[src/rtl/i2s_rx_if.sv]
// Stream/frame bundle between an I2S source, i2s_rx and the TDM transmitter.
// out_error exists only when I2S_RX_ERR_EN is defined.
interface i2s_rx_if #(
  parameter int unsigned G_BITS = 16
);
  logic              in_bclk;
  logic              in_lrclk;
  logic              in_din;
  logic [G_BITS-1:0] out_frame_1;
  logic [G_BITS-1:0] out_frame_2;
  logic              out_frame_strobe;
`ifdef I2S_RX_ERR_EN
  logic              out_error;

  modport slave (
    input  in_bclk, in_lrclk, in_din,
    output out_frame_1, out_frame_2, out_frame_strobe, out_error
  );
  modport master (
    output in_bclk, in_lrclk, in_din,
    input  out_frame_1, out_frame_2, out_frame_strobe, out_error
  );
`else
  modport slave (
    input  in_bclk, in_lrclk, in_din,
    output out_frame_1, out_frame_2, out_frame_strobe
  );
  modport master (
    output in_bclk, in_lrclk, in_din,
    input  out_frame_1, out_frame_2, out_frame_strobe
  );
`endif
endinterface

[src/rtl/i2s_rx.sv]
// I2S receiver oversampled in the mclk domain; emits each stereo pair with a one-cycle strobe.
// Optional sticky short-slot / missing-left flag when I2S_RX_ERR_EN is defined.
module i2s_rx #(
  parameter int unsigned G_BITS = 16
) (
  input logic     in_mclk,
  input logic     in_reset_n,
  i2s_rx_if.slave bus
);

  localparam int unsigned       CNT_W   = $clog2(G_BITS + 1);
  localparam logic [CNT_W-1:0]  CNT_MAX = CNT_W'(G_BITS);
  localparam logic [G_BITS-1:0] MSB_ONE = {1'b1, {(G_BITS-1){1'b0}}};

  logic [1:0]        bclk_sync_q, lr_sync_q, din_sync_q;
  logic              bclk_prev_q;
  logic [G_BITS-1:0] word_q, word_d;
  logic [CNT_W-1:0]  cnt_q, cnt_d;
  logic              lr_prev_q, lr_prev_d;
  logic              aligned_q, aligned_d;
  logic              have_left_q, have_left_d;
  logic [G_BITS-1:0] left_hold_q, left_hold_d;
  logic [G_BITS-1:0] right_hold_q, right_hold_d;
  logic              pend_q, pend_d;
  logic [G_BITS-1:0] frame_1_q, frame_1_d;
  logic [G_BITS-1:0] frame_2_q, frame_2_d;
  logic              strobe_q, strobe_d;

  logic              edge_c, lr_s_c, din_s_c;
  logic [G_BITS-1:0] mask_c, word_bit_c;
  logic [CNT_W-1:0]  cnt_inc_c;

  assign edge_c     = bclk_sync_q[1] & ~bclk_prev_q;
  assign lr_s_c     = lr_sync_q[1];
  assign din_s_c    = din_sync_q[1];
  // Shifting past the last slot bit yields an empty mask, which truncates long slots.
  assign mask_c     = MSB_ONE >> cnt_q;
  assign word_bit_c = din_s_c ? (word_q | mask_c) : word_q;
  assign cnt_inc_c  = (cnt_q == CNT_MAX) ? cnt_q : cnt_q + CNT_W'(1);

`ifdef I2S_RX_ERR_EN
  logic err_q, err_d;
  logic short_c;
  assign short_c = (cnt_inc_c < CNT_MAX);
`endif

  // Bit capture, slot-end handling and output staging.
  always_comb begin
    word_d       = word_q;
    cnt_d        = cnt_q;
    lr_prev_d    = lr_prev_q;
    aligned_d    = aligned_q;
    have_left_d  = have_left_q;
    left_hold_d  = left_hold_q;
    right_hold_d = right_hold_q;
    pend_d       = 1'b0;
    frame_1_d    = frame_1_q;
    frame_2_d    = frame_2_q;
    strobe_d     = 1'b0;
`ifdef I2S_RX_ERR_EN
    err_d        = err_q;
`endif

    if (pend_q) begin
      frame_1_d = left_hold_q;
      frame_2_d = right_hold_q;
      strobe_d  = 1'b1;
    end

    if (edge_c) begin
      if (lr_s_c != lr_prev_q) begin
        // The bit just sampled closes the slot of channel lr_prev_q.
        if (!aligned_q) begin
          aligned_d = 1'b1;
        end else if (!lr_prev_q) begin
          left_hold_d = word_bit_c;
          have_left_d = 1'b1;
        end else if (have_left_q) begin
          right_hold_d = word_bit_c;
          pend_d       = 1'b1;
          have_left_d  = 1'b0;
        end
`ifdef I2S_RX_ERR_EN
        if (aligned_q && (short_c || (lr_prev_q && !have_left_q))) begin
          err_d = 1'b1;
        end
`endif
        word_d    = '0;
        cnt_d     = '0;
        lr_prev_d = lr_s_c;
      end else begin
        word_d = word_bit_c;
        cnt_d  = cnt_inc_c;
      end
    end
  end

  always_ff @(posedge in_mclk or negedge in_reset_n) begin
    if (!in_reset_n) begin
      bclk_sync_q  <= '0;
      lr_sync_q    <= '0;
      din_sync_q   <= '0;
      bclk_prev_q  <= 1'b0;
      word_q       <= '0;
      cnt_q        <= '0;
      lr_prev_q    <= 1'b0;
      aligned_q    <= 1'b0;
      have_left_q  <= 1'b0;
      left_hold_q  <= '0;
      right_hold_q <= '0;
      pend_q       <= 1'b0;
      frame_1_q    <= '0;
      frame_2_q    <= '0;
      strobe_q     <= 1'b0;
`ifdef I2S_RX_ERR_EN
      err_q        <= 1'b0;
`endif
    end else begin
      bclk_sync_q  <= {bclk_sync_q[0], bus.in_bclk};
      lr_sync_q    <= {lr_sync_q[0], bus.in_lrclk};
      din_sync_q   <= {din_sync_q[0], bus.in_din};
      bclk_prev_q  <= bclk_sync_q[1];
      word_q       <= word_d;
      cnt_q        <= cnt_d;
      lr_prev_q    <= lr_prev_d;
      aligned_q    <= aligned_d;
      have_left_q  <= have_left_d;
      left_hold_q  <= left_hold_d;
      right_hold_q <= right_hold_d;
      pend_q       <= pend_d;
      frame_1_q    <= frame_1_d;
      frame_2_q    <= frame_2_d;
      strobe_q     <= strobe_d;
`ifdef I2S_RX_ERR_EN
      err_q        <= err_d;
`endif
    end
  end

  assign bus.out_frame_1      = frame_1_q;
  assign bus.out_frame_2      = frame_2_q;
  assign bus.out_frame_strobe = strobe_q;
`ifdef I2S_RX_ERR_EN
  assign bus.out_error        = err_q;
`endif

endmodule

[src/flat_wrapper.sv]
// flat-port wrapper written by rule: the top's interface ports become plain ports
module i2s_rx_flat 
#(
  parameter int unsigned G_BITS = 16
)
  (in_mclk, in_reset_n, bus_in_bclk, bus_in_lrclk, bus_in_din, bus_out_frame_1, bus_out_frame_2, bus_out_frame_strobe);
  i2s_rx_if #(.G_BITS(G_BITS)) bus_i ();
  input logic in_mclk;
  input logic in_reset_n;
  input wire logic [$bits(bus_i.in_bclk)-1:0] bus_in_bclk;
  input wire logic [$bits(bus_i.in_lrclk)-1:0] bus_in_lrclk;
  input wire logic [$bits(bus_i.in_din)-1:0] bus_in_din;
  output wire logic [$bits(bus_i.out_frame_1)-1:0] bus_out_frame_1;
  output wire logic [$bits(bus_i.out_frame_2)-1:0] bus_out_frame_2;
  output wire logic [$bits(bus_i.out_frame_strobe)-1:0] bus_out_frame_strobe;
  assign bus_i.in_bclk = bus_in_bclk;
  assign bus_i.in_lrclk = bus_in_lrclk;
  assign bus_i.in_din = bus_in_din;
  assign bus_out_frame_1 = bus_i.out_frame_1;
  assign bus_out_frame_2 = bus_i.out_frame_2;
  assign bus_out_frame_strobe = bus_i.out_frame_strobe;
  i2s_rx #(.G_BITS(G_BITS)) u_core (.in_mclk(in_mclk), .in_reset_n(in_reset_n), .bus(bus_i));
endmodule
[config.mk]
export PLATFORM = sky130hd
export DESIGN_NAME = i2s_rx_flat
export DESIGN_NICKNAME = d
export VERILOG_FILES = /design/src/rtl/i2s_rx_if.sv /design/src/rtl/i2s_rx.sv /design/src/flat_wrapper.sv
export SDC_FILE = /design/constraint.sdc
export NUM_CORES = 1
export LEC_CHECK = 0
export ABC_AREA = 0
export BUFFER_PORTS_ARGS = -buffer_cell sky130_fd_sc_hd__buf_4
export CAP_MARGIN = 10
export CORE_UTILIZATION = 50
export DETAILED_ROUTE_END_ITERATION = 8
export PLACE_DENSITY = 0.76
export SYNTH_ARGS = -nofsm -noshare
export SYNTH_HDL_FRONTEND = slang
export SYNTH_SLANG_ARGS = --single-unit
[constraint.sdc]
create_clock -name in_mclk -period 4 [get_ports in_mclk]
set_input_delay 0.2 -clock in_mclk [delete_from_list [all_inputs] [get_ports in_mclk]]
set_output_delay 0.2 -clock in_mclk [all_outputs]
set_load 0.05 [all_outputs]
== Word level (Yosys, flattened, before mapping) ==
Cells that the tools add are included.

* Register bits after elaboration: 97
* Output and inout bits: 33
* Input port bits: 5

* Multiplexer cells: 11
* Shifts and indexed selects: 1
* Reduce and logical (&&, ||, !) cells: 5
* Add/subtract/negate cells: 1
* Equality and inequality tests: 3
* Bitwise gates (word level): 4

{| class="wikitable"
|+ Operator list
! operator !! count
|-
| 16-bit two-way mux || 2
|-
| 16-bit bitwise OR || 1
|-
| 16-bit by 5-bit right shift with 16-bit output (first input constant) || 1
|-
| 5-bit two-way mux || 2
|-
| 1-bit two-way mux || 7
|-
| 5-bit by 1-bit adder with 5-bit output (second input constant) || 1
|-
| 5-bit == test (second input constant) || 1
|-
| 5-bit AND reduction || 1
|-
| 2-bit AND reduction || 2
|-
| 4-bit AND reduction || 1
|-
| 3-bit AND reduction || 1
|-
| 2-bit != test (second input constant) || 1
|-
| 1-bit inverter || 2
|-
| 1-bit bitwise AND || 1
|-
| 1-bit != test || 1
|}

== Longest topological paths before layout ==
* Word-level depth: 5
* Gate-level depth with buffers: 7
* Gate-level depth less buffers: 5

== Least setup slack after synthesis ==
OpenSTA, ideal clock, no wires.

* Kind: register to register
* From: register u_core.lr_prev_q
* To: register u_core.right_hold_q[1]
* Clock period less this slack: 1.579 ns
* Data required time: 3.921 ns
* Buffers on the path: 1
* Cell stages (with the launch flop): 7
* Arrival time: 1.500 ns
* Path slack: 2.421 ns
* Cell sequence: dfrtp_1 -> inv_1 -> ha_1 -> nand4bb_4 -> nor2_4 -> buf_6 -> mux2i_1

* Word-level cells in the longest chain between the ends: 2

{| class="wikitable"
|+ Ends and longest elaborated chain
! item !! RTL line !! RTL
|-
| start, declared || i2s_rx.sv:19 || <nowiki>logic lr_prev_q, lr_prev_d;</nowiki>
|-
| start signal, assigned || i2s_rx.sv:125 || <nowiki>lr_prev_q <= lr_prev_d;</nowiki>
|-
| 1-bit != test || i2s_rx.sv:71 || <nowiki>if (lr_s_c != lr_prev_q) begin</nowiki>
|-
| 5-bit AND reduction (no line) * || -- ||
|-
| end signal, assigned || i2s_rx.sv:129 || <nowiki>right_hold_q <= right_hold_d;</nowiki>
|-
| end, declared || i2s_rx.sv:23 || <nowiki>logic [G_BITS-1:0] right_hold_q, right_hold_d;</nowiki>
|}

Mark *: on every way between the ends. The rest lies on a longest branch, timed or not.
A chain may end at the register's enable or synchronous reset.

== Worst setup path after layout ==
* From: register u_core.lr_prev_q
* To: register u_core.right_hold_q[11]

Same word-level chain as after synthesis.

==> run summary <==
Status = completed
Routed len/inst = 14.4 um
Post-synth EDFFs = 0
Utilization after layout = 59.9%
Max-slew violation count = 0
Root Buffer = clkbuf_8
Via/cell ratio = 5.25
Synth top area cells = dfrtp_1 (63%), mux2_2 (9.1%), a21oi_1 (5.7%), mux2i_1 (3.1%), ha_1 (2.3%)
TritonCTS clock tree = yes
Final hold violations = 0
Gr usage total = 18.2%
Slew HR = 27.6%
Seq/Total Area, Yosys = 63.2%
Setup crit start kind = flip-flop
Routed WL = 6.44 mm
CP Data Required Time = 4290 ps
Setup Skew = 8.00 ps
Synthesized-area fraction occupied by adder cells = 2.28%
Die Ht = 89.6 um
Tot Pwr = 2.77 mW
Layout Cells excl Fill = 448
Drt pass-1 iters = 4
Final number of setup-violating endpoints = 0
HPWL after detailed placement = 4.23 mm
Peak VDD IR = 0.000326 V
Grt total ovfl = 0
Worst Setup End Kind = flip-flop
Netlist Area Pre-Place = 3840 um2
RSZ-0062 raised after global routing = no
Mapped Cells = 306
Core Rows = 31
Cell area after layout = 4390 um2
Max_cap viols = 0
Worst Hold Depth = 0
Clock-pin transition on the worst setup and hold timing paths = 90 ps
Initial detailed-routing violation count = 165
H-tree depth = 3
Largest net degree at the start of global routing = 63
# Post-CTS Setup Buffers = 0
Clock Latency Late Sink = 370 ps
Syn Area/Cell = 12.5 um2
Post-place setup slack = 2020 ps
Syn_nets = 318
Main flop type after synthesis = dfrtp_1
R2R setup slack = 2010 ps
Setup CP Type = reg -> reg
R2R cell count = 5
# diodes = 0
Multiplexer share of the synthesized area = 12.8%
Chip width = 89.6 um
Pin slew with the least headroom to its limit = 1090 ps
Worst setup margin = 2010 ps
Reg-to-Reg End = u_core.right_hold_q[11]
Fin crit share = 49.8%
Post-synthesis register bit count = 97
First-pass GRT wire length = 10.7 mm
Num CTS Buffers = 9
Synth Area in Simple Gates = 8.02%
Vias in the first global route = 2289
Share of the synthesized area in the top cell type = 63.2%
Core area = 7330 um2
Yosys cell types = 30
Reg-to-reg startpoint = u_core.lr_prev_q
I/O pin count = 38
Routed Antenna Nets = 0
Yosys top cell by area = dfrtp_1
Total leakage power = 2.04 nW
# resized after CTS = 0
NumNets Final = 356
Setup crit start = u_core.lr_prev_q
Post-synth ARST share = 100%
Synth Warn # = 0
Area Growth Syn to Fin = 14.3%
# clock sinks = 97
Worst min path class = reg -> reg
Hold slack = 356 ps
Xor/xnor share of the synthesized area = 0%
Die footprint = 8030 um2
Area after DPL = 4160 um2
Initial Util = 52.4%
Crit path time final = 1990 ps
CTS Hold Bufs = 4
Achievable Freq = 502 MHz
Power density over cell area = 631 nW/um2
Drt drc = 0
Gp weighted congestion = 0.759
Largest family of logic cells by synthesized area = multiplexers
Fraction of layout cells with a size suffix above 1 = 26.4%
Setup crit end = u_core.right_hold_q[11]
Antenna violations before repair = 0
Clock Tree Buf Depth = 2
PortBufs = 37
Synth Area in Compound Gates = 9.35%
Via count = 2353
Worst-path fanout max = 13
Placed Cells = 428
Worst Path Arrival = 2290 ps
Final setup TNS = 0 ps
critical path, cell delays in order (launching register included):
cell       delay (ps)
dfrtp_1           390
inv_1              70
ha_1              380
nand4bb_4         320
nor2_4            500
mux2i_1           250
cell usage after synthesis, drive strengths merged, types with 3 or more instances:
cell type  instances
nor2              20
nor2b              4
ha                 7
o21ai              8
inv               19
or3                3
a31oi              7
mux2i             12
dfrtp             97
mux2              33
buf               13
nand2             19
a21oi             44
clkbuf             3
and3b              3
o31ai              4
registers in the layout (all words and copies together), names as in the netlist:
name,count
u_core.aligned_q,1
u_core.bclk_prev_q,1
u_core.bclk_sync_q,2
u_core.bus.out_frame_1,16
u_core.bus.out_frame_2,16
u_core.bus.out_frame_strobe,1
u_core.cnt_q,5
u_core.din_sync_q,2
u_core.have_left_q,1
u_core.left_hold_q,16
u_core.lr_prev_q,1
u_core.lr_sync_q,2
u_core.pend_q,1
u_core.right_hold_q,16
u_core.word_q,16
per-layer routing:
| metal | global-route usage (%) | part of all wire [%] | up-vias |
|---|---|---|---|
| li1 | - | - | 1124 |
| met1 | 24.5 | 46 | 1174 |
| met2 | 28.8 | 49 | 45 |
| met3 | 4.11 | 3.6 | 10 |
| met4 | 7.36 | 1.8 | 0 |
| met5 | 0 | 0 | - |
report_power, final:
group | internal [mW] | leakage [nW] | switching [mW]
logic | 0.295 | 0.671 | 0.558
clock network | 0.237 | 0.0895 | 0.356
registers | 1.19 | 1.28 | 0.130
total | 1.72 | 2.04 | 1.04
cells by family after synthesis:
group | after synthesis
adders and majority gates | 7
DFF | 97
buffers and inverters | 35
and+or+nand+nor | 57
muxes | 45
AOI/OAI and AO/OA | 65
worst min path at each step:
stage / startpoint / endpoint
final: u_core.din_sync_q[0] / u_core.din_sync_q[1]
after global routing: u_core.din_sync_q[0] / u_core.din_sync_q[1]
after CTS: u_core.din_sync_q[0] / u_core.din_sync_q[1]
after detailed placement: bus_in_lrclk / u_core.lr_sync_q[0]
after global placement: in_reset_n / u_core.bus.out_frame_2[1]
after floorplan: in_reset_n / u_core.aligned_q
cells in the final DEF, fill, tap and decap left out, types with 2 or more instances in the layout:
| cell type | synthesis | routed |
|---|---|---|
| clkinvlp_4 | 0 | 2 |
| dfrtp_1 | 97 | 97 |
| o21ai_1 | 6 | 6 |
| a31oi_1 | 7 | 7 |
| or3_1 | 3 | 3 |
| inv_1 | 19 | 19 |
| nor2b_1 | 4 | 4 |
| inv_8 | 0 | 2 |
| mux2_2 | 31 | 31 |
| a21oi_1 | 44 | 44 |
| dlygate4sd3_1 | 0 | 4 |
| nand2_1 | 19 | 19 |
| and3b_1 | 3 | 3 |
| clkinv_4 | 0 | 3 |
| mux2_1 | 2 | 2 |
| buf_4 | 2 | 39 |
| nand3_1 | 2 | 2 |
| o21ai_0 | 2 | 2 |
| mux2i_1 | 12 | 12 |
| ha_1 | 7 | 7 |
| clkbuf_8 | 0 | 9 |
| o31ai_1 | 4 | 4 |
| nor2_1 | 19 | 19 |
area by class of cell:
class	instances	area (um2)
Clock inverter	7	63.8
Timing Repair Buffer	43	333
Tap cell	99	124
Fill cell	591	2940
Clock buffer	9	124
Multi-Input combinational cell	174	1250
Inverter	19	71.3
Sequential cell	97	2430
Power figures use the tool's default switching activity.
